$ cat src/rtl/cache_fill_controller_pkg.sv
// Shared types and sizing helpers for the cache miss-handling path.
//   fill_state_t : controller state encoding (IDLE, FILL, DRAIN)
//   offset_bits  : byte-offset width of one cache line
//   idx_bits     : word-index width within a line
//   port_bits    : requester-index width, never below 1
package mem_sys_pkg;

  typedef enum logic [1:0] {
    IDLE  = 2'd0,
    FILL  = 2'd1,
    DRAIN = 2'd2
  } fill_state_t;

  function automatic int unsigned offset_bits(input int unsigned words,
                                              input int unsigned dwidth);
    return $clog2(words * dwidth / 8);
  endfunction

  function automatic int unsigned idx_bits(input int unsigned words);
    return $clog2(words);
  endfunction

  function automatic int unsigned port_bits(input int unsigned ports);
    return (ports > 1) ? $clog2(ports) : 1;
  endfunction

endpackage

$ cat src/rtl/cache_fill_controller_if.sv
// Bundle of every non-clock signal of cache_fill_controller.
//   master : controller side (takes miss requests and memory responses,
//            drives stalls, memory reads and cache fill writes)
//   slave  : environment side (caches plus main memory)
interface cache_fill_controller_if
  import mem_sys_pkg::*;
#(
  parameter int AWIDTH         = 16,
  parameter int DWIDTH         = 16,
  parameter int WORDS_PER_LINE = 8,
  parameter int NUM_PORTS      = 2
);

  logic [NUM_PORTS-1:0]                   miss_req;
  logic [NUM_PORTS*AWIDTH-1:0]            miss_addr;
  logic [NUM_PORTS-1:0]                   miss_stall;
  logic                                   mem_rd_en;
  logic [AWIDTH-1:0]                      mem_addr;
  logic                                   mem_rd_valid;
  logic [DWIDTH-1:0]                      mem_rd_data;
  logic                                   fill_we;
  logic [port_bits(NUM_PORTS)-1:0]        fill_port;
  logic [idx_bits(WORDS_PER_LINE)-1:0]    fill_word_idx;
  logic [DWIDTH-1:0]                      fill_data;
  logic                                   fill_tag_we;
  logic [AWIDTH-1:0]                      fill_line_addr;
  logic                                   fill_done;

  modport master (
    input  miss_req, miss_addr, mem_rd_valid, mem_rd_data,
    output miss_stall, mem_rd_en, mem_addr,
    output fill_we, fill_port, fill_word_idx, fill_data,
    output fill_tag_we, fill_line_addr, fill_done
  );

  modport slave (
    output miss_req, miss_addr, mem_rd_valid, mem_rd_data,
    input  miss_stall, mem_rd_en, mem_addr,
    input  fill_we, fill_port, fill_word_idx, fill_data,
    input  fill_tag_we, fill_line_addr, fill_done
  );

endinterface

$ cat src/rtl/cache_fill_controller_arbiter.sv
// Fixed-priority requester arbiter, lowest index wins. Purely combinational;
// the parent registers the chosen owner.
//   req     : per-port request vector
//   gnt     : one-hot grant
//   gnt_idx : binary index of the granted port
//   any     : at least one request present
module fill_arbiter
  import mem_sys_pkg::*;
#(
  parameter int NUM_PORTS = 2
) (
  input  logic [NUM_PORTS-1:0]             req,
  output logic [NUM_PORTS-1:0]             gnt,
  output logic [port_bits(NUM_PORTS)-1:0]  gnt_idx,
  output logic                             any
);

  localparam int unsigned PORT_W = port_bits(NUM_PORTS);

  always_comb begin
    gnt     = '0;
    gnt_idx = '0;
    any     = 1'b0;
    for (int unsigned p = 0; p < NUM_PORTS; p++) begin
      if (req[p] && !any) begin
        gnt[p]  = 1'b1;
        gnt_idx = PORT_W'(p);
        any     = 1'b1;
      end
    end
  end

endmodule

$ cat src/rtl/cache_fill_controller.sv
// Line-fill engine shared by NUM_PORTS caches. Grants the lowest-index
// missing cache, issues WORDS_PER_LINE pipelined reads to main memory and
// streams the in-order responses into the owning cache, writing the tag on
// the last word.
//   clk, rst : clock and synchronous active-high reset
//   bus      : miss requests/stalls, memory read port and cache fill port
module cache_fill_controller
  import mem_sys_pkg::*;
#(
  parameter int AWIDTH         = 16,
  parameter int DWIDTH         = 16,
  parameter int WORDS_PER_LINE = 8,
  parameter int MEM_LATENCY    = 4,
  parameter int NUM_PORTS      = 2
) (
  input  logic                    clk,
  input  logic                    rst,
  cache_fill_controller_if.master bus
);

  localparam int unsigned OFF_W  = offset_bits(WORDS_PER_LINE, DWIDTH);
  localparam int unsigned IDX_W  = idx_bits(WORDS_PER_LINE);
  localparam int unsigned PORT_W = port_bits(NUM_PORTS);
  localparam int unsigned BPW    = DWIDTH / 8;
  localparam logic [AWIDTH-1:0] LINE_MASK = ~((AWIDTH'(1) << OFF_W) - AWIDTH'(1));
  localparam logic [IDX_W-1:0]  LAST_IDX  = IDX_W'(WORDS_PER_LINE - 1);

  fill_state_t         state;
  logic [IDX_W-1:0]    issue_cnt;
  logic [IDX_W-1:0]    recv_cnt;
  logic [PORT_W-1:0]   owner;
  logic [AWIDTH-1:0]   base;
  logic [AWIDTH-1:0]   mem_addr_q;
  logic                rd_en_q;

  logic [NUM_PORTS-1:0] gnt;
  logic [PORT_W-1:0]    gnt_idx;
  logic                 gnt_any;
  logic [AWIDTH-1:0]    req_base;
  logic [AWIDTH-1:0]    next_offs;
  logic                 resp;
  logic                 last_resp;

  fill_arbiter #(.NUM_PORTS(NUM_PORTS)) u_arb (
    .req     (bus.miss_req),
    .gnt     (gnt),
    .gnt_idx (gnt_idx),
    .any     (gnt_any)
  );

  // Line base of the granted requester, selected with the one-hot grant.
  always_comb begin
    req_base = '0;
    for (int unsigned p = 0; p < NUM_PORTS; p++) begin
      if (gnt[p]) req_base = bus.miss_addr[p*AWIDTH +: AWIDTH] & LINE_MASK;
    end
  end

  // Byte offset of the word issued next; always inside the line, so the
  // add never carries into the line base.
  assign next_offs = AWIDTH'((int'(issue_cnt) + 1) * int'(BPW));

  // Responses outside a fill (stray valids) and during reset are ignored.
  assign resp      = bus.mem_rd_valid && (state != IDLE) && !rst;
  assign last_resp = resp && (recv_cnt == LAST_IDX);

  always_ff @(posedge clk) begin
    if (rst) begin
      state      <= IDLE;
      issue_cnt  <= '0;
      recv_cnt   <= '0;
      owner      <= '0;
      base       <= '0;
      mem_addr_q <= '0;
      rd_en_q    <= 1'b0;
    end else begin
      case (state)
        IDLE: begin
          if (gnt_any) begin
            owner      <= gnt_idx;
            base       <= req_base;
            mem_addr_q <= req_base;
            rd_en_q    <= 1'b1;
            issue_cnt  <= '0;
            recv_cnt   <= '0;
            state      <= FILL;
          end
        end
        FILL: begin
          issue_cnt <= issue_cnt + 1'b1;
          if (issue_cnt == LAST_IDX) begin
            rd_en_q <= 1'b0;
            state   <= DRAIN;
          end else begin
            mem_addr_q <= base + next_offs;
          end
        end
        DRAIN: ;
        default: state <= IDLE;
      endcase

      if (resp) recv_cnt <= recv_cnt + 1'b1;
      // Completion overrides the issue-side transition; it can only coincide
      // with FILL if responses outrun issue, which in-order memory cannot do.
      if (last_resp) begin
        recv_cnt <= '0;
        state    <= IDLE;
      end
    end
  end

  assign bus.mem_rd_en      = rd_en_q;
  assign bus.mem_addr       = mem_addr_q;
  assign bus.fill_we        = resp;
  assign bus.fill_data      = resp ? bus.mem_rd_data : '0;
  assign bus.fill_word_idx  = recv_cnt;
  assign bus.fill_tag_we    = last_resp;
  assign bus.fill_done      = last_resp;
  assign bus.fill_port      = owner;
  assign bus.fill_line_addr = base;

  // Owner's stall drops in the completion cycle so it hits on the next edge.
  always_comb begin
    bus.miss_stall = '0;
    for (int unsigned p = 0; p < NUM_PORTS; p++) begin
      bus.miss_stall[p] = bus.miss_req[p] && !(last_resp && (owner == PORT_W'(p)));
    end
  end

endmodule

$ cat src/flat_wrapper.sv
// flat-port wrapper written by rule: the top's interface ports become plain ports
module cache_fill_controller_flat import mem_sys_pkg::*;
#(
  parameter int AWIDTH         = 16,
  parameter int DWIDTH         = 16,
  parameter int WORDS_PER_LINE = 8,
  parameter int MEM_LATENCY    = 4,
  parameter int NUM_PORTS      = 2
)
  (clk, rst, bus_miss_req, bus_miss_addr, bus_mem_rd_valid, bus_mem_rd_data, bus_miss_stall, bus_mem_rd_en, bus_mem_addr, bus_fill_we, bus_fill_port, bus_fill_word_idx, bus_fill_data, bus_fill_tag_we, bus_fill_line_addr, bus_fill_done);
  cache_fill_controller_if #(.AWIDTH(AWIDTH), .DWIDTH(DWIDTH), .WORDS_PER_LINE(WORDS_PER_LINE), .NUM_PORTS(NUM_PORTS)) bus_i ();
  input  logic clk;
  input  logic rst;
  input wire logic [$bits(bus_i.miss_req)-1:0] bus_miss_req;
  input wire logic [$bits(bus_i.miss_addr)-1:0] bus_miss_addr;
  input wire logic [$bits(bus_i.mem_rd_valid)-1:0] bus_mem_rd_valid;
  input wire logic [$bits(bus_i.mem_rd_data)-1:0] bus_mem_rd_data;
  output wire logic [$bits(bus_i.miss_stall)-1:0] bus_miss_stall;
  output wire logic [$bits(bus_i.mem_rd_en)-1:0] bus_mem_rd_en;
  output wire logic [$bits(bus_i.mem_addr)-1:0] bus_mem_addr;
  output wire logic [$bits(bus_i.fill_we)-1:0] bus_fill_we;
  output wire logic [$bits(bus_i.fill_port)-1:0] bus_fill_port;
  output wire logic [$bits(bus_i.fill_word_idx)-1:0] bus_fill_word_idx;
  output wire logic [$bits(bus_i.fill_data)-1:0] bus_fill_data;
  output wire logic [$bits(bus_i.fill_tag_we)-1:0] bus_fill_tag_we;
  output wire logic [$bits(bus_i.fill_line_addr)-1:0] bus_fill_line_addr;
  output wire logic [$bits(bus_i.fill_done)-1:0] bus_fill_done;
  assign bus_i.miss_req = bus_miss_req;
  assign bus_i.miss_addr = bus_miss_addr;
  assign bus_i.mem_rd_valid = bus_mem_rd_valid;
  assign bus_i.mem_rd_data = bus_mem_rd_data;
  assign bus_miss_stall = bus_i.miss_stall;
  assign bus_mem_rd_en = bus_i.mem_rd_en;
  assign bus_mem_addr = bus_i.mem_addr;
  assign bus_fill_we = bus_i.fill_we;
  assign bus_fill_port = bus_i.fill_port;
  assign bus_fill_word_idx = bus_i.fill_word_idx;
  assign bus_fill_data = bus_i.fill_data;
  assign bus_fill_tag_we = bus_i.fill_tag_we;
  assign bus_fill_line_addr = bus_i.fill_line_addr;
  assign bus_fill_done = bus_i.fill_done;
  cache_fill_controller #(.AWIDTH(AWIDTH), .DWIDTH(DWIDTH), .WORDS_PER_LINE(WORDS_PER_LINE), .MEM_LATENCY(MEM_LATENCY), .NUM_PORTS(NUM_PORTS)) u_core (.clk(clk), .rst(rst), .bus(bus_i));
endmodule
$ cat config.mk
export PLATFORM = sky130hd
export DESIGN_NAME = cache_fill_controller_flat
export DESIGN_NICKNAME = d
export VERILOG_FILES = /design/src/rtl/cache_fill_controller_pkg.sv /design/src/rtl/cache_fill_controller_if.sv /design/src/rtl/cache_fill_controller_arbiter.sv /design/src/rtl/cache_fill_controller.sv /design/src/flat_wrapper.sv
export SDC_FILE = /design/constraint.sdc
export NUM_CORES = 1
export LEC_CHECK = 0
export CAP_MARGIN = 0
export CORE_MARGIN = 10
export CORE_UTILIZATION = 43
export CTS_CLUSTER_SIZE = 12
export DETAILED_ROUTE_END_ITERATION = 8
export HOLD_SLACK_MARGIN = 0.06
export PLACE_DENSITY_LB_ADDON = 0.15
export REMOVE_ABC_BUFFERS = 1
export SLEW_MARGIN = 20
export SYNTH_ARGS = -nofsm -noshare
export SYNTH_HDL_FRONTEND = slang
export SYNTH_SLANG_ARGS = --single-unit
$ cat constraint.sdc
create_clock -name clk -period 5.06 [get_ports clk]
set_input_delay 1.265 -clock clk [delete_from_list [all_inputs] [get_ports clk]]
set_output_delay 1.265 -clock clk [all_outputs]
set_load 0.005 [all_outputs]
==> impl_results.html, run 1 <==
<table>
<tr><th>Metric</th><th>Value</th></tr>
<tr><th colspan="2">Floorplanning</th></tr>
<tr><td>Initial Util</td><td>0.447</td></tr>
<tr><td>Area of the die</td><td>8200 um^2</td></tr>
<tr><td>Horizontal die dimension</td><td>90.6 um</td></tr>
<tr><td>Height of the chip</td><td>90.6 um</td></tr>
<tr><td>Floorplan row count</td><td>25</td></tr>
<tr><td>Placeable core region</td><td>4790 um^2</td></tr>
<tr><td>Number of top-level design ports</td><td>111</td></tr>
<tr><th colspan="2">Global route</th></tr>
<tr><td>Largest net degree at the start of global routing</td><td>32</td></tr>
<tr><td>Number of antenna violations at the first check in global routing</td><td>0</td></tr>
<tr><td>Overall overflow remaining after global route</td><td>0</td></tr>
<tr><td>Vias in the first global route</td><td>2217</td></tr>
<tr><td>Global-route wire length before repair</td><td>11.2 mm</td></tr>
<tr><td>All-Layer GR Usage</td><td>0.166</td></tr>
<tr><th colspan="2">Final layout</th></tr>
<tr><td>Layout Area Growth over Synthesis</td><td>50.0%</td></tr>
<tr><td>Total non-filler cell area in the finished layout</td><td>3210 um^2</td></tr>
<tr><td>Util after Layout</td><td>0.671</td></tr>
<tr><td>Filler Cell Count</td><td>407</td></tr>
<tr><td>Final std cells w/o fill</td><td>424</td></tr>
<tr><td>Number of nets in the layout</td><td>415</td></tr>
<tr><td>Total inserted antenna cells</td><td>0</td></tr>
<tr><td>Fraction of layout cells with a size suffix above 1</td><td>0.0504</td></tr>
<tr><th colspan="2">Worst setup path</th></tr>
<tr><td>Peak fanout along the critical path</td><td>21</td></tr>
<tr><td>Most frequent CP cell</td><td>clkdlybuf4s50_1</td></tr>
<tr><td>Worst Reg2Reg Path Length in Cells</td><td>5</td></tr>
<tr><td>Worst Path Required</td><td>3.80 ns</td></tr>
<tr><td>CP Launch Type</td><td>input pin</td></tr>
<tr><td>Buffering stage count on the worst path with inverters included</td><td>3</td></tr>
<tr><td>Peak per-stage delay on the critical path</td><td>0.62 ns</td></tr>
<tr><td>CP delay by family, top</td><td>buffers and inverters</td></tr>
<tr><td>Worst setup startpoint</td><td>rst</td></tr>
<tr><td>Worst reg2reg startpoint</td><td>u_core.issue_cnt[0]$_SDFFE_PP0P_</td></tr>
<tr><td>Endpoint of the worst-slack reg-to-reg timing path</td><td>u_core.bus.mem_addr[13]$_SDFFE_PP0P_</td></tr>
<tr><td>Data arrival at the endpoint of the critical path</td><td>2.96 ns</td></tr>
<tr><td>Capture point of the worst path</td><td>bus_fill_data[7]</td></tr>
<tr><td>Worst R2R Setup Slack</td><td>2.99 ns</td></tr>
<tr><td>Crit path max-delay cell type</td><td>clkdlybuf4s50_1</td></tr>
<tr><td>Worst-path cell chain</td><td>clkdlybuf4s50_1 &gt; nor2_1 &gt; buf_4 &gt; and2_1 &gt; clkdlybuf4s50_1</td></tr>
<tr><td>Setup CP Type</td><td>input pin to output pin</td></tr>
<tr><td>Number of logic stages on the critical path including buffering</td><td>5</td></tr>
<tr><td>Type of element capturing the critical path</td><td>output pin</td></tr>
<tr><th colspan="2">Run</th></tr>
<tr><td>Max-cap violation count</td><td>0</td></tr>
<tr><th colspan="2">Drt</th></tr>
<tr><td>Antenna viol nets, final</td><td>0</td></tr>
<tr><td>Post-detailed-route via-to-cell ratio</td><td>5.24</td></tr>
<tr><td>Remaining design rule violation count</td><td>0</td></tr>
<tr><td>Wire length per cell after detailed routing</td><td>16.2 um</td></tr>
<tr><td>Vias post-DR</td><td>2220</td></tr>
<tr><td>Number of detailed-routing iterations run before antenna repair</td><td>4</td></tr>
<tr><td>Initial DRC Count</td><td>120</td></tr>
<tr><td>Total wirelength of the detailed-routed design</td><td>6.88 mm</td></tr>
<tr><th colspan="2">Clock network</th></tr>
<tr><td>CTS tree</td><td>built</td></tr>
<tr><td>H-Tree Depth</td><td>2</td></tr>
<tr><td>Post-CTS Setup Inserts</td><td>0</td></tr>
<tr><td>Number of gates given a new drive strength after cts</td><td>0</td></tr>
<tr><td>Total number of clock tree sinks</td><td>37</td></tr>
<tr><td>Worst-path clk slew</td><td>0.07 ns</td></tr>
<tr><td>Deepest clock path buffer count</td><td>2</td></tr>
<tr><td>CTS buffer count</td><td>5</td></tr>
<tr><td>Later-pin clock latency in the skew report</td><td>0.30 ns</td></tr>
<tr><td>Root Buffer Master</td><td>clkbuf_8</td></tr>
<tr><td>CTS Hold Bufs</td><td>0</td></tr>
<tr><th colspan="2">Power</th></tr>
<tr><td>Clk pwr share</td><td>0.348</td></tr>
<tr><td>Cell Pwr Density</td><td>238 nW/um^2</td></tr>
<tr><td>Flop pwr share</td><td>0.433</td></tr>
<tr><td>Net switching power</td><td>0.194 mW</td></tr>
<tr><td>Internal power contribution</td><td>0.569 mW</td></tr>
<tr><td>Portion of total power attributed to combinational logic</td><td>0.219</td></tr>
<tr><td>Worst IR Drop VDD</td><td>241 uV</td></tr>
<tr><td>Leakage power total</td><td>1.24 nW</td></tr>
<tr><td>Sw Share</td><td>0.255</td></tr>
<tr><th colspan="2">Yosys</th></tr>
<tr><td>Post-synth top cells</td><td>37 x dfxtp_1, 37 x nand2_1, 24 x a21oi_1</td></tr>
<tr><td>Number of enable flip-flop cells after synthesis</td><td>0</td></tr>
<tr><td>Flip-flop and latch count after synthesis</td><td>37</td></tr>
<tr><td>Post-synthesis cell area</td><td>2140 um^2</td></tr>
<tr><td>Count of yosys warnings during synthesis</td><td>0</td></tr>
<tr><td>Sequential-to-total area share from yosys stat</td><td>0.346</td></tr>
<tr><td>Proportion of register bits with asynchronous set or reset after synthesis</td><td>0</td></tr>
<tr><td>Avg Cell Area, Syn</td><td>8.02 um^2</td></tr>
<tr><td>Synth Flop Type</td><td>dfxtp_1</td></tr>
<tr><td>Number of distinct library cell variants in the gate-level netlist after synthesis</td><td>48</td></tr>
<tr><td>Largest area contributor in the synthesized netlist</td><td>dfxtp_1</td></tr>
<tr><td>Dominant cells by area after synthesis</td><td>dfxtp_1 35%, nand2_1 6.5%, a21oi_1 5.6%</td></tr>
<tr><td>Area share of the largest cell type after synthesis</td><td>0.346</td></tr>
<tr><td>Mapped Cells</td><td>267</td></tr>
<tr><th colspan="2">Worst hold path</th></tr>
<tr><td>Start point of the worst hold path</td><td>u_core.bus.mem_addr[8]$_SDFFE_PP0P_</td></tr>
<tr><td>Worst hold path class</td><td>flop to flop</td></tr>
<tr><th colspan="2">STA</th></tr>
<tr><td>Highest Clock Rate</td><td>0.237 GHz</td></tr>
<tr><td>Final setup TNS</td><td>0 ns</td></tr>
<tr><td>Final hold slack</td><td>0.450 ns</td></tr>
<tr><td>Final setup skew</td><td>0.00804 ns</td></tr>
<tr><td>Unrepaired setup endpoints after global routing</td><td>no</td></tr>
<tr><td>Max-Slew Margin vs Limit</td><td>0.410</td></tr>
<tr><td>Share of the clock period used by the worst path</td><td>0.835</td></tr>
<tr><td>Final-report max-slew violation count</td><td>0</td></tr>
<tr><td>Final number of hold-violating endpoints</td><td>0</td></tr>
<tr><td>Shortest clock period the worst path allows after layout</td><td>4.22 ns</td></tr>
<tr><td>Number of failing setup endpoints in the final timing report</td><td>0</td></tr>
<tr><td>Least-Margin Pin Slew</td><td>0.884 ns</td></tr>
<tr><th colspan="2">Place</th></tr>
<tr><td>Placed wire-length estimate</td><td>5.27 mm</td></tr>
<tr><td>Cell area after placement</td><td>3090 um^2</td></tr>
<tr><td>Port-buffer cells</td><td>97</td></tr>
<tr><td>Last weighted congestion value of the routability-driven placer</td><td>0.770</td></tr>
<tr><td>Total placed cells including tap cells</td><td>416</td></tr>
<tr><th colspan="2">Run status</th></tr>
<tr><td>Result of the run</td><td>finished, final reports clean</td></tr>
</table>
==> per-layer routing <==
metal	vias up	wire length, um	track usage
met3	10	702	0.0856
met4	0	91	0.0451
met1	1004	2840	0.184
met2	83	3250	0.271
met5	-	0	0
li1	1123	-	-
==> metrics by stage <==
stage	worst slack [ns]	power (mW)
after global placement	0.853	0.503
after global routing	0.727	0.805
after CTS	0.835	0.773
after detailed placement	0.830	0.506
after floorplan	1.71	0.397
final	0.835	0.764
==> kinds of logic (layout without fill, tap and decap cells) <==
| family | after synthesis | count (layout) | synth area share |
|---|---|---|---|
| simple gates | 118 | 118 | 0.284 |
| compound gates | 70 | 70 | 0.225 |
| flops | 37 | 37 | 0.346 |
| buf+inv | 28 | 114 | 0.0771 |
| fa+ha+maj | 6 | 6 | 0.0351 |
| xor+xnor | 5 | 5 | 0.0205 |
| mux | 2 | 2 | 0.0105 |
| other cells | 1 | 5 | 0.00175 |
==> worst reg2reg max path: stages (launching register included) <==
cell and delay [ns]:
dfxtp_1 0.34, ha_1 0.21, ha_1 0.28, a211o_1 0.60
a2111oi_0 0.45, a211o_1 0.15
==> worst min-delay path by stage <==
stage                                     endpoint  slack (ns)  cells past startpoint
6_report       u_core.bus.mem_addr[8]$_SDFFE_PP0P_        0.45                      2
5_1_grt        u_core.bus.mem_addr[9]$_SDFFE_PP0P_        0.48                      2
4_1_cts        u_core.bus.mem_addr[8]$_SDFFE_PP0P_        0.46                      2
3_5_place_dp   u_core.bus.mem_addr[8]$_SDFFE_PP0P_        0.44                      2
3_3_place_gp   u_core.bus.mem_addr[8]$_SDFFE_PP0P_        0.44                      2
2_1_floorplan  u_core.bus.mem_addr[4]$_SDFFE_PP0P_        0.44                      2
==> registers in the layout, summed over array words and instances, names as in the netlist <==
register and count:
u_core.bus.fill_port 1, u_core.bus.mem_addr 15, u_core.state 2, u_core.bus.fill_line_addr 12, u_core.bus.fill_word_idx 3, u_core.issue_cnt 3
u_core.bus.mem_rd_en 1
==> power by group through the flow <==
| stage | Combinational (mW) | Sequential, mW | Clock (mW) |
|---|---|---|---|
| floorplan | 0.0613 | 0.336 | 0 |
| global placement | 0.167 | 0.336 | 0 |
| detailed placement | 0.169 | 0.337 | 0 |
| CTS | 0.170 | 0.330 | 0.272 |
| global route | 0.186 | 0.334 | 0.285 |
| finish | 0.167 | 0.331 | 0.266 |
==> area by class of cell <==
cell class	instances	area [um^2]	share of cell area
multi-input combinational	206	1250	0.389
sequential	37	741	0.231
inverter	5	18.8	0.00585
clock buffer	7	86.3	0.0269
clock inverter	1	30.0	0.00935
timing repair buffer	101	1000	0.312
tap	67	83.8	0.0261
==> cell usage in the layout, fill, tap and decap left out, types with 3 or more instances in the layout <==
cell type / instances
a211o_1: 5
a211oi_1: 8
a21oi_1: 24
and2_1: 17
and3_1: 3
and3b_1: 4
buf_4: 4
clkbuf_8: 6
clkdlybuf4s50_1: 97
conb_1: 5
dfxtp_1: 37
ha_1: 6
inv_1: 5
nand2_1: 37
nand3_1: 7
nand3b_1: 5
nand4_1: 4
nor2_1: 22
nor3_1: 11
o211ai_1: 5
o21ai_0: 8
xor2_1: 3
Note: power is estimated with default switching activity, not from simulation.
==> run 2, diff against run 1 <==
--- a/config.mk
+++ b/config.mk
@@ -7,7 +7,7 @@
 export LEC_CHECK = 0
 export CAP_MARGIN = 0
 export CORE_MARGIN = 10
-export CORE_UTILIZATION = 43
+export CORE_UTILIZATION = 40
 export CTS_CLUSTER_SIZE = 12
 export DETAILED_ROUTE_END_ITERATION = 8
 export HOLD_SLACK_MARGIN = 0.06
==> constraint.sdc (replaced) <==
create_clock -name clk -period 4.1 [get_ports clk]
set_input_delay 1.025 -clock clk [delete_from_list [all_inputs] [get_ports clk]]
set_output_delay 1.025 -clock clk [all_outputs]
set_load 0.005 [all_outputs]
==> run 2 against run 1 <==
Net effect:
- sequential power rose by 23%
- final area is 0.58% lower
- critical endpoint is now bus_fill_data[14]
- core utilization fell by 5.0 points
==> impl_results.html, run 2 (synthesis results as in run 1) <==
<table>
<tr><th>Metric</th><th>Value</th></tr>
<tr><th colspan="2">STA</th></tr>
<tr><td>Final-report max-slew violation count</td><td>0</td></tr>
<tr><td>Highest Clock Rate</td><td>0.279 GHz</td></tr>
<tr><td>Least-Margin Pin Slew</td><td>0.833 ns</td></tr>
<tr><td>Final hold slack</td><td>0.454 ns</td></tr>
<tr><td>Unrepaired setup endpoints after global routing</td><td>no</td></tr>
<tr><td>Final number of hold-violating endpoints</td><td>0</td></tr>
<tr><td>Max-Slew Margin vs Limit</td><td>0.443</td></tr>
<tr><td>Shortest clock period the worst path allows after layout</td><td>3.58 ns</td></tr>
<tr><td>Final setup skew</td><td>0.0103 ns</td></tr>
<tr><td>Final setup TNS</td><td>0 ns</td></tr>
<tr><td>Number of failing setup endpoints in the final timing report</td><td>0</td></tr>
<tr><td>Share of the clock period used by the worst path</td><td>0.874</td></tr>
<tr><th colspan="2">Worst setup path</th></tr>
<tr><td>Type of element capturing the critical path</td><td>output pin</td></tr>
<tr><td>Peak per-stage delay on the critical path</td><td>0.51 ns</td></tr>
<tr><td>Buffering stage count on the worst path with inverters included</td><td>3</td></tr>
<tr><td>Setup CP Type</td><td>input pin to output pin</td></tr>
<tr><td>Peak fanout along the critical path</td><td>12</td></tr>
<tr><td>CP Launch Type</td><td>input pin</td></tr>
<tr><td>Worst-path cell chain</td><td>clkdlybuf4s50_1 &gt; o21ai_2 &gt; nor2_1 &gt; buf_4 &gt; and2_1 &gt; clkdlybuf4s50_1</td></tr>
<tr><td>Crit path max-delay cell type</td><td>clkdlybuf4s50_1</td></tr>
<tr><td>Most frequent CP cell</td><td>clkdlybuf4s50_1</td></tr>
<tr><td>CP delay by family, top</td><td>buffers and inverters</td></tr>
<tr><td>Data arrival at the endpoint of the critical path</td><td>2.56 ns</td></tr>
<tr><td>Worst Path Required</td><td>3.07 ns</td></tr>
<tr><th colspan="2">Final layout</th></tr>
<tr><td>Commonest non-fill, non-tap cell in the layout</td><td>clkdlybuf4s50_1</td></tr>
<tr><td>Fraction of layout cells with a size suffix above 1</td><td>0.0504</td></tr>
<tr><td>Total non-filler cell area in the finished layout</td><td>3190 um^2</td></tr>
<tr><td>Layout Area Growth over Synthesis</td><td>49.1%</td></tr>
<tr><td>Highest-count cells in the layout ignoring fill and taps</td><td>97 x clkdlybuf4s50_1, 37 x nand2_1, 37 x dfxtp_1</td></tr>
<tr><td>Number of nets in the layout</td><td>416</td></tr>
<tr><td>Util after Layout</td><td>0.621</td></tr>
<tr><td>Total inserted antenna cells</td><td>0</td></tr>
<tr><td>Flip-flop count of the largest register, all copies and words added</td><td>15</td></tr>
<tr><th colspan="2">Place</th></tr>
<tr><td>Port-buffer cells</td><td>97</td></tr>
<tr><td>Cell area after placement</td><td>3110 um^2</td></tr>
<tr><td>Placed wire-length estimate</td><td>5.28 mm</td></tr>
<tr><td>Last weighted congestion value of the routability-driven placer</td><td>0.804</td></tr>
<tr><th colspan="2">Clock network</th></tr>
<tr><td>Later-pin clock latency in the skew report</td><td>0.29 ns</td></tr>
<tr><td>Deepest clock path buffer count</td><td>2</td></tr>
<tr><td>Worst-path clk slew</td><td>0.07 ns</td></tr>
<tr><td>CTS buffer count</td><td>5</td></tr>
<tr><td>CTS Hold Bufs</td><td>0</td></tr>
<tr><td>Total number of clock tree sinks</td><td>37</td></tr>
<tr><td>H-Tree Depth</td><td>2</td></tr>
<tr><td>Number of gates given a new drive strength after cts</td><td>0</td></tr>
<tr><td>Post-CTS Setup Inserts</td><td>0</td></tr>
<tr><td>Root Buffer Master</td><td>clkbuf_8</td></tr>
<tr><td>CTS tree</td><td>built</td></tr>
<tr><th colspan="2">Worst hold path</th></tr>
<tr><td>Worst hold path class</td><td>flop to flop</td></tr>
<tr><th colspan="2">Drt</th></tr>
<tr><td>Total wirelength of the detailed-routed design</td><td>6.93 mm</td></tr>
<tr><td>M1 WL</td><td>2.86 mm</td></tr>
<tr><td>Vias post-DR</td><td>2206</td></tr>
<tr><td>Wire length per cell after detailed routing</td><td>16.2 um</td></tr>
<tr><td>Antenna viol nets, final</td><td>0</td></tr>
<tr><td>Number of detailed-routing iterations run before antenna repair</td><td>6</td></tr>
<tr><td>Initial DRC Count</td><td>124</td></tr>
<tr><td>Remaining design rule violation count</td><td>0</td></tr>
<tr><td>Routed met2 length</td><td>3.44 mm</td></tr>
<tr><td>Post-detailed-route via-to-cell ratio</td><td>5.17</td></tr>
<tr><td>Routed wire length on met3</td><td>493 um</td></tr>
<tr><td>Top layer used by detailed routing</td><td>met4</td></tr>
<tr><th colspan="2">Power</th></tr>
<tr><td>Total power</td><td>0.872 mW</td></tr>
<tr><td>Sw Share</td><td>0.268</td></tr>
<tr><td>Net switching power</td><td>0.234 mW</td></tr>
<tr><td>Leakage power total</td><td>1.23 nW</td></tr>
<tr><td>Flop pwr share</td><td>0.468</td></tr>
<tr><td>Cell Pwr Density</td><td>273 nW/um^2</td></tr>
<tr><td>Clk pwr share</td><td>0.294</td></tr>
<tr><td>Portion of total power attributed to combinational logic</td><td>0.238</td></tr>
<tr><td>Worst IR Drop VDD</td><td>198 uV</td></tr>
<tr><td>Internal power contribution</td><td>0.638 mW</td></tr>
<tr><th colspan="2">Global route</th></tr>
<tr><td>Vias in the first global route</td><td>2210</td></tr>
<tr><td>Overall overflow remaining after global route</td><td>0</td></tr>
<tr><td>Number of antenna violations at the first check in global routing</td><td>0</td></tr>
<tr><td>All-Layer GR Usage</td><td>0.162</td></tr>
<tr><td>Largest net degree at the start of global routing</td><td>33</td></tr>
<tr><td>Global-route wire length before repair</td><td>11.5 mm</td></tr>
<tr><th colspan="2">Run</th></tr>
<tr><td>Max-cap violation count</td><td>0</td></tr>
<tr><th colspan="2">Floorplanning</th></tr>
<tr><td>Area of the die</td><td>8680 um^2</td></tr>
<tr><td>Horizontal die dimension</td><td>93.2 um</td></tr>
<tr><td>Floorplan row count</td><td>26</td></tr>
<tr><td>Initial Util</td><td>0.417</td></tr>
<tr><td>Placeable core region</td><td>5140 um^2</td></tr>
<tr><td>Height of the chip</td><td>93.2 um</td></tr>
<tr><td>Number of top-level design ports</td><td>111</td></tr>
<tr><th colspan="2">Run status</th></tr>
<tr><td>Result of the run</td><td>finished, final reports clean</td></tr>
</table>
-- run 2: cell types whose count changed in the layout (fill, tap and decap cells not counted) --
cell	before	now
buf_4	4	5
bufinv_16	1	0
-- run 2: tightest hold or removal path: stages, from the launching register on --
cell     delay (ns)
dfxtp_1        0.31
nand2_1        0.05
a21oi_1        0.05
-- run 2: cell type report --
| cell class | instances | area (um^2) |
|---|---|---|
| Inverter | 5 | 18.8 |
| Fill cell | 506 | 1950 |
| Timing Repair Buffer | 102 | 1010 |
| Tap cell | 70 | 87.6 |
| Multi-Input combinational cell | 206 | 1250 |
| Clock buffer | 7 | 86.3 |
| Sequential cell | 37 | 741 |
-- run 2: final timing paths --
check	slack (ns)	from	depth (start not counted)	to
max	0.52	bus_mem_rd_valid	6	bus_fill_data[14]
min	0.45	u_core.bus.mem_addr[8]$_SDFFE_PP0P_	2	u_core.bus.mem_addr[8]$_SDFFE_PP0P_
max reg2reg	2.03	u_core.issue_cnt[0]$_SDFFE_PP0P_	5	u_core.bus.mem_addr[13]$_SDFFE_PP0P_
min reg2reg	0.45	u_core.bus.mem_addr[8]$_SDFFE_PP0P_	2	u_core.bus.mem_addr[8]$_SDFFE_PP0P_
-- run 2: through the flow --
step	setup WS, ns	cells
after detailed placement	0.503	420
final	0.517	427
after global placement	0.509	420
after global routing	0.407	427
after CTS	0.495	427
after floorplan	1.23	248
-- run 2: layer usage --
metal  vias up  track usage
met2        61        0.282
li1       1119            -
met5         -            0
met1      1016        0.180
met4         0       0.0527
met3        10       0.0552
-- run 2: power groups by stage --
| stage | registers, mW | logic [mW] | clock network, mW |
|---|---|---|---|
| after floorplan | 0.415 | 0.0757 | 0 |
| after global placement | 0.416 | 0.207 | 0 |
| after detailed placement | 0.416 | 0.209 | 0 |
| after CTS | 0.408 | 0.210 | 0.261 |
| after global routing | 0.413 | 0.230 | 0.275 |
| final | 0.408 | 0.208 | 0.256 |
==> run 3, diff against run 2 <==
--- a/config.mk
+++ b/config.mk
@@ -5,9 +5,10 @@
 export SDC_FILE = /design/constraint.sdc
 export NUM_CORES = 1
 export LEC_CHECK = 0
+export ABC_AREA = 1
 export CAP_MARGIN = 0
 export CORE_MARGIN = 10
-export CORE_UTILIZATION = 40
+export CORE_UTILIZATION = 39
 export CTS_CLUSTER_SIZE = 12
 export DETAILED_ROUTE_END_ITERATION = 8
 export HOLD_SLACK_MARGIN = 0.06
==> run 3 against run 2 <==
Net effect:
- largest cell class unchanged
- core utilization rose by 0.073 points
- fmax fell by 1.5%
- total power rose by 15%
- sequential power rose by 3%
- largest power group unchanged
- first-iteration DRC count fell by 4.0%
- synthesized cell count rose by 21%
- global-route usage fell by 0.27 points
==> impl_results.html, run 3 <==
<table>
<tr><th>Metric</th><th>Value</th></tr>
<tr><th colspan="2">Worst setup path</th></tr>
<tr><td>Worst Reg2Reg Path Length in Cells</td><td>6</td></tr>
<tr><td>Worst R2R Setup Slack</td><td>2.00 ns</td></tr>
<tr><td>Endpoint of the worst-slack reg-to-reg timing path</td><td>u_core.bus.mem_addr[9]$_SDFFE_PP0P_</td></tr>
<tr><td>Worst reg2reg startpoint</td><td>u_core.state[1]$_SDFFE_PP0P_</td></tr>
<tr><td>Data arrival at the endpoint of the critical path</td><td>2.61 ns</td></tr>
<tr><td>Setup CP Type</td><td>input pin to output pin</td></tr>
<tr><td>CP Launch Type</td><td>input pin</td></tr>
<tr><td>Worst Path Required</td><td>3.07 ns</td></tr>
<tr><td>Type of element capturing the critical path</td><td>output pin</td></tr>
<tr><td>Peak fanout along the critical path</td><td>5</td></tr>
<tr><th colspan="2">Power</th></tr>
<tr><td>Sw Share</td><td>0.275</td></tr>
<tr><td>Flop pwr share</td><td>0.416</td></tr>
<tr><td>Net switching power</td><td>0.277 mW</td></tr>
<tr><td>Leakage power total</td><td>1.42 nW</td></tr>
<tr><td>Worst IR Drop VDD</td><td>188 uV</td></tr>
<tr><td>Portion of total power attributed to combinational logic</td><td>0.257</td></tr>
<tr><td>Cell Pwr Density</td><td>315 nW/um^2</td></tr>
<tr><td>Internal power contribution</td><td>0.730 mW</td></tr>
<tr><td>Clk pwr share</td><td>0.327</td></tr>
<tr><th colspan="2">STA</th></tr>
<tr><td>Highest Clock Rate</td><td>0.275 GHz</td></tr>
<tr><td>Number of failing setup endpoints in the final timing report</td><td>0</td></tr>
<tr><td>Shortest clock period the worst path allows after layout</td><td>3.64 ns</td></tr>
<tr><td>Final-report max-slew violation count</td><td>0</td></tr>
<tr><td>Final setup TNS</td><td>0 ns</td></tr>
<tr><td>Unrepaired setup endpoints after global routing</td><td>no</td></tr>
<tr><td>Share of the clock period used by the worst path</td><td>0.887</td></tr>
<tr><td>Final worst-path setup slack</td><td>0.463 ns</td></tr>
<tr><td>Final number of hold-violating endpoints</td><td>0</td></tr>
<tr><td>Final setup skew</td><td>0.00368 ns</td></tr>
<tr><td>Max-Slew Margin vs Limit</td><td>0.454</td></tr>
<tr><td>Least-Margin Pin Slew</td><td>0.817 ns</td></tr>
<tr><th colspan="2">Clock network</th></tr>
<tr><td>Total number of clock tree sinks</td><td>37</td></tr>
<tr><td>Post-CTS Setup Inserts</td><td>0</td></tr>
<tr><td>CTS buffer count</td><td>5</td></tr>
<tr><td>H-Tree Depth</td><td>2</td></tr>
<tr><td>CTS tree</td><td>built</td></tr>
<tr><td>Worst-path clk slew</td><td>0.07 ns</td></tr>
<tr><td>Deepest clock path buffer count</td><td>2</td></tr>
<tr><td>Number of gates given a new drive strength after cts</td><td>0</td></tr>
<tr><td>CTS Hold Bufs</td><td>0</td></tr>
<tr><td>Later-pin clock latency in the skew report</td><td>0.29 ns</td></tr>
<tr><td>Root Buffer Master</td><td>clkbuf_8</td></tr>
<tr><th colspan="2">Yosys</th></tr>
<tr><td>Flip-flop and latch count after synthesis</td><td>37</td></tr>
<tr><td>Xor/xnor share of the synthesized area</td><td>0.00842</td></tr>
<tr><td>Count of yosys warnings during synthesis</td><td>0</td></tr>
<tr><td>Simple-gate area share of the yosys netlist</td><td>0.276</td></tr>
<tr><td>Compound-gate portion of the synthesized area</td><td>0.185</td></tr>
<tr><td>Largest area contributor in the synthesized netlist</td><td>dfxtp_1</td></tr>
<tr><td>Avg Cell Area, Syn</td><td>6.46 um^2</td></tr>
<tr><td>Synth Flop Type</td><td>dfxtp_1</td></tr>
<tr><td>Number of distinct library cell variants in the gate-level netlist after synthesis</td><td>27</td></tr>
<tr><td>Proportion of register bits with asynchronous set or reset after synthesis</td><td>0</td></tr>
<tr><td>Synth Area in Adders</td><td>0.0361</td></tr>
<tr><td>Area share of the largest cell type after synthesis</td><td>0.356</td></tr>
<tr><td>Main combinational cell family by area after synthesis</td><td>simple AND/OR/NAND/NOR gates</td></tr>
<tr><td>Sequential-to-total area share from yosys stat</td><td>0.356</td></tr>
<tr><td>Post-synthesis cell area</td><td>2080 um^2</td></tr>
<tr><td>Mapped Cells</td><td>322</td></tr>
<tr><td>Number of enable flip-flop cells after synthesis</td><td>0</td></tr>
<tr><td>Multiplexer area fraction after synthesis</td><td>0</td></tr>
<tr><td>Dominant cells by area after synthesis</td><td>dfxtp_1 36%, nand2_1 16%, inv_1 7.4%</td></tr>
<tr><td>Post-synth top cells</td><td>89 x nand2_1, 41 x inv_1, 37 x dfxtp_1</td></tr>
<tr><td>Top-count cell post-synth</td><td>nand2_1</td></tr>
<tr><th colspan="2">Drt</th></tr>
<tr><td>Antenna viol nets, final</td><td>0</td></tr>
<tr><td>Wire length per cell after detailed routing</td><td>14.1 um</td></tr>
<tr><td>Vias post-DR</td><td>2372</td></tr>
<tr><td>Post-detailed-route via-to-cell ratio</td><td>4.86</td></tr>
<tr><td>Total wirelength of the detailed-routed design</td><td>6.87 mm</td></tr>
<tr><td>Remaining design rule violation count</td><td>0</td></tr>
<tr><td>Number of detailed-routing iterations run before antenna repair</td><td>4</td></tr>
<tr><td>Initial DRC Count</td><td>119</td></tr>
<tr><th colspan="2">Floorplanning</th></tr>
<tr><td>Initial Util</td><td>0.405</td></tr>
<tr><td>Floorplan row count</td><td>26</td></tr>
<tr><td>Placeable core region</td><td>5140 um^2</td></tr>
<tr><td>Number of top-level design ports</td><td>111</td></tr>
<tr><td>Horizontal die dimension</td><td>93.0 um</td></tr>
<tr><td>Area of the die</td><td>8650 um^2</td></tr>
<tr><td>Height of the chip</td><td>93.0 um</td></tr>
<tr><th colspan="2">Run</th></tr>
<tr><td>Max-cap violation count</td><td>0</td></tr>
<tr><th colspan="2">Final layout</th></tr>
<tr><td>Layout Area Growth over Synthesis</td><td>53.7%</td></tr>
<tr><td>Commonest non-fill, non-tap cell in the layout</td><td>clkdlybuf4s50_1</td></tr>
<tr><td>Sequential cell area in the final layout</td><td>741 um^2</td></tr>
<tr><td>Total inserted antenna cells</td><td>0</td></tr>
<tr><td>Flip-flop count of the largest register, all copies and words added</td><td>15</td></tr>
<tr><td>Area occupied by multi-input gates</td><td>1070 um^2</td></tr>
<tr><td>Fraction of layout cells with a size suffix above 1</td><td>0.0431</td></tr>
<tr><td>Filler Cell Count</td><td>510</td></tr>
<tr><td>Highest-count cells in the layout ignoring fill and taps</td><td>97 x clkdlybuf4s50_1, 89 x nand2_1, 41 x inv_1</td></tr>
<tr><td>Number of nets in the layout</td><td>476</td></tr>
<tr><th colspan="2">Worst hold path</th></tr>
<tr><td>Worst hold path stage count</td><td>2</td></tr>
<tr><td>Min-Delay Endpoint</td><td>u_core.bus.mem_addr[15]$_SDFFE_PP0P_</td></tr>
<tr><td>Worst hold path class</td><td>flop to flop</td></tr>
<tr><td>Start point of the worst hold path</td><td>u_core.bus.mem_addr[15]$_SDFFE_PP0P_</td></tr>
<tr><th colspan="2">Global route</th></tr>
<tr><td>Met3 capacity usage during global routing</td><td>0.0584</td></tr>
<tr><td>Overall overflow remaining after global route</td><td>0</td></tr>
<tr><td>Vias in the first global route</td><td>2262</td></tr>
<tr><td>Global-route wire length before repair</td><td>11.2 mm</td></tr>
<tr><td>All-Layer GR Usage</td><td>0.159</td></tr>
<tr><td>Largest net degree at the start of global routing</td><td>29</td></tr>
<tr><td>Number of antenna violations at the first check in global routing</td><td>0</td></tr>
<tr><td>Met2 GRT Util</td><td>0.247</td></tr>
<tr><td>Busiest metal layer after global routing</td><td>met2</td></tr>
<tr><td>Met1 Resource Use GR</td><td>0.198</td></tr>
<tr><th colspan="2">Place</th></tr>
<tr><td>Last weighted congestion value of the routability-driven placer</td><td>0.863</td></tr>
<tr><td>Setup WS pre-CTS</td><td>0.459 ns</td></tr>
<tr><td>Placed wire-length estimate</td><td>5.27 mm</td></tr>
<tr><td>Port-buffer cells</td><td>97</td></tr>
<tr><th colspan="2">Run status</th></tr>
<tr><td>Result of the run</td><td>finished, final reports clean</td></tr>
</table>
## run 3: cell count changes in the layout (fill, tap and decap cells not counted), moves of 9 or more
cell,before,now
and2_1,17,0
nor3_1,11,2
o21ai_0,8,23
inv_1,5,41
nand2_1,37,89
nor2_1,22,32
## run 3: final cells by class
class | count | share of cell area
flip-flops and latches | 37 | 0.232
multi-input cells | 226 | 0.335
inverters | 44 | 0.0517
repair buffers | 103 | 0.318
clock inverters | 1 | 0.00940
well taps | 70 | 0.0274
clock buffers | 7 | 0.0270
## run 3: power groups by stage
stage	clock network [mW]	logic (mW)	registers [mW]
floorplan	0	0.104	0.426
global placement	0	0.257	0.426
detailed placement	0	0.261	0.427
CTS	0.337	0.262	0.419
global route	0.350	0.292	0.423
finish	0.330	0.259	0.419
## run 3: worst max-delay path by stage
stage	startpoint	slack [ns]	cells past startpoint	end
3_3_place_gp	rst	0.48	8	bus_miss_stall[1]
2_1_floorplan	rst	0.93	6	bus_miss_stall[1]
4_1_cts	rst	0.45	8	bus_miss_stall[1]
6_report	rst	0.46	8	bus_miss_stall[1]
3_5_place_dp	rst	0.46	8	bus_miss_stall[1]
5_1_grt	rst	0.35	8	bus_miss_stall[1]
## run 3: routing by layer
metal | vias to the layer above | part of all wire
li1 | 1204 | -
met1 | 1058 | 0.47
met2 | 102 | 0.42
met3 | 8 | 0.092
met4 | 0 | 0.014
met5 | - | 0
## run 3: stage by stage
stage | std cells | instance area [um^2] | util | total power, mW | hold slack (ns)
after detailed placement | 480 | 3080 | 0.599 | 0.687 | 0.462
after global placement | 480 | 3080 | 0.599 | 0.683 | 0.450
final | 488 | 3200 | 0.622 | 1.01 | 0.468
after global routing | 488 | 3200 | 0.622 | 1.07 | 0.504
after CTS | 488 | 3200 | 0.622 | 1.02 | 0.473
after floorplan | 307 | 1980 | - | 0.530 | 0.439
## run 3: critical path, stage by stage
cell,delay [ns]
clkdlybuf4s50_1,0.48
clkinv_1,0.10
nand3_2,0.10
inv_2,0.06
nand2_1,0.11
inv_1,0.08
a21oi_1,0.13
clkdlybuf4s50_1,0.53
## run 3: cell families (layout without fill, tap and decap cells)
| kind of cell | after synthesis | count (layout) |
|---|---|---|
| buffers and inverters | 63 | 155 |
| flip-flops | 37 | 37 |
| adder cells (fa/ha/maj) | 6 | 6 |
| AO/OA/AOI/OAI | 71 | 71 |
| AND/OR/NAND/NOR | 142 | 142 |
| other | 1 | 5 |
| XOR/XNOR | 2 | 2 |
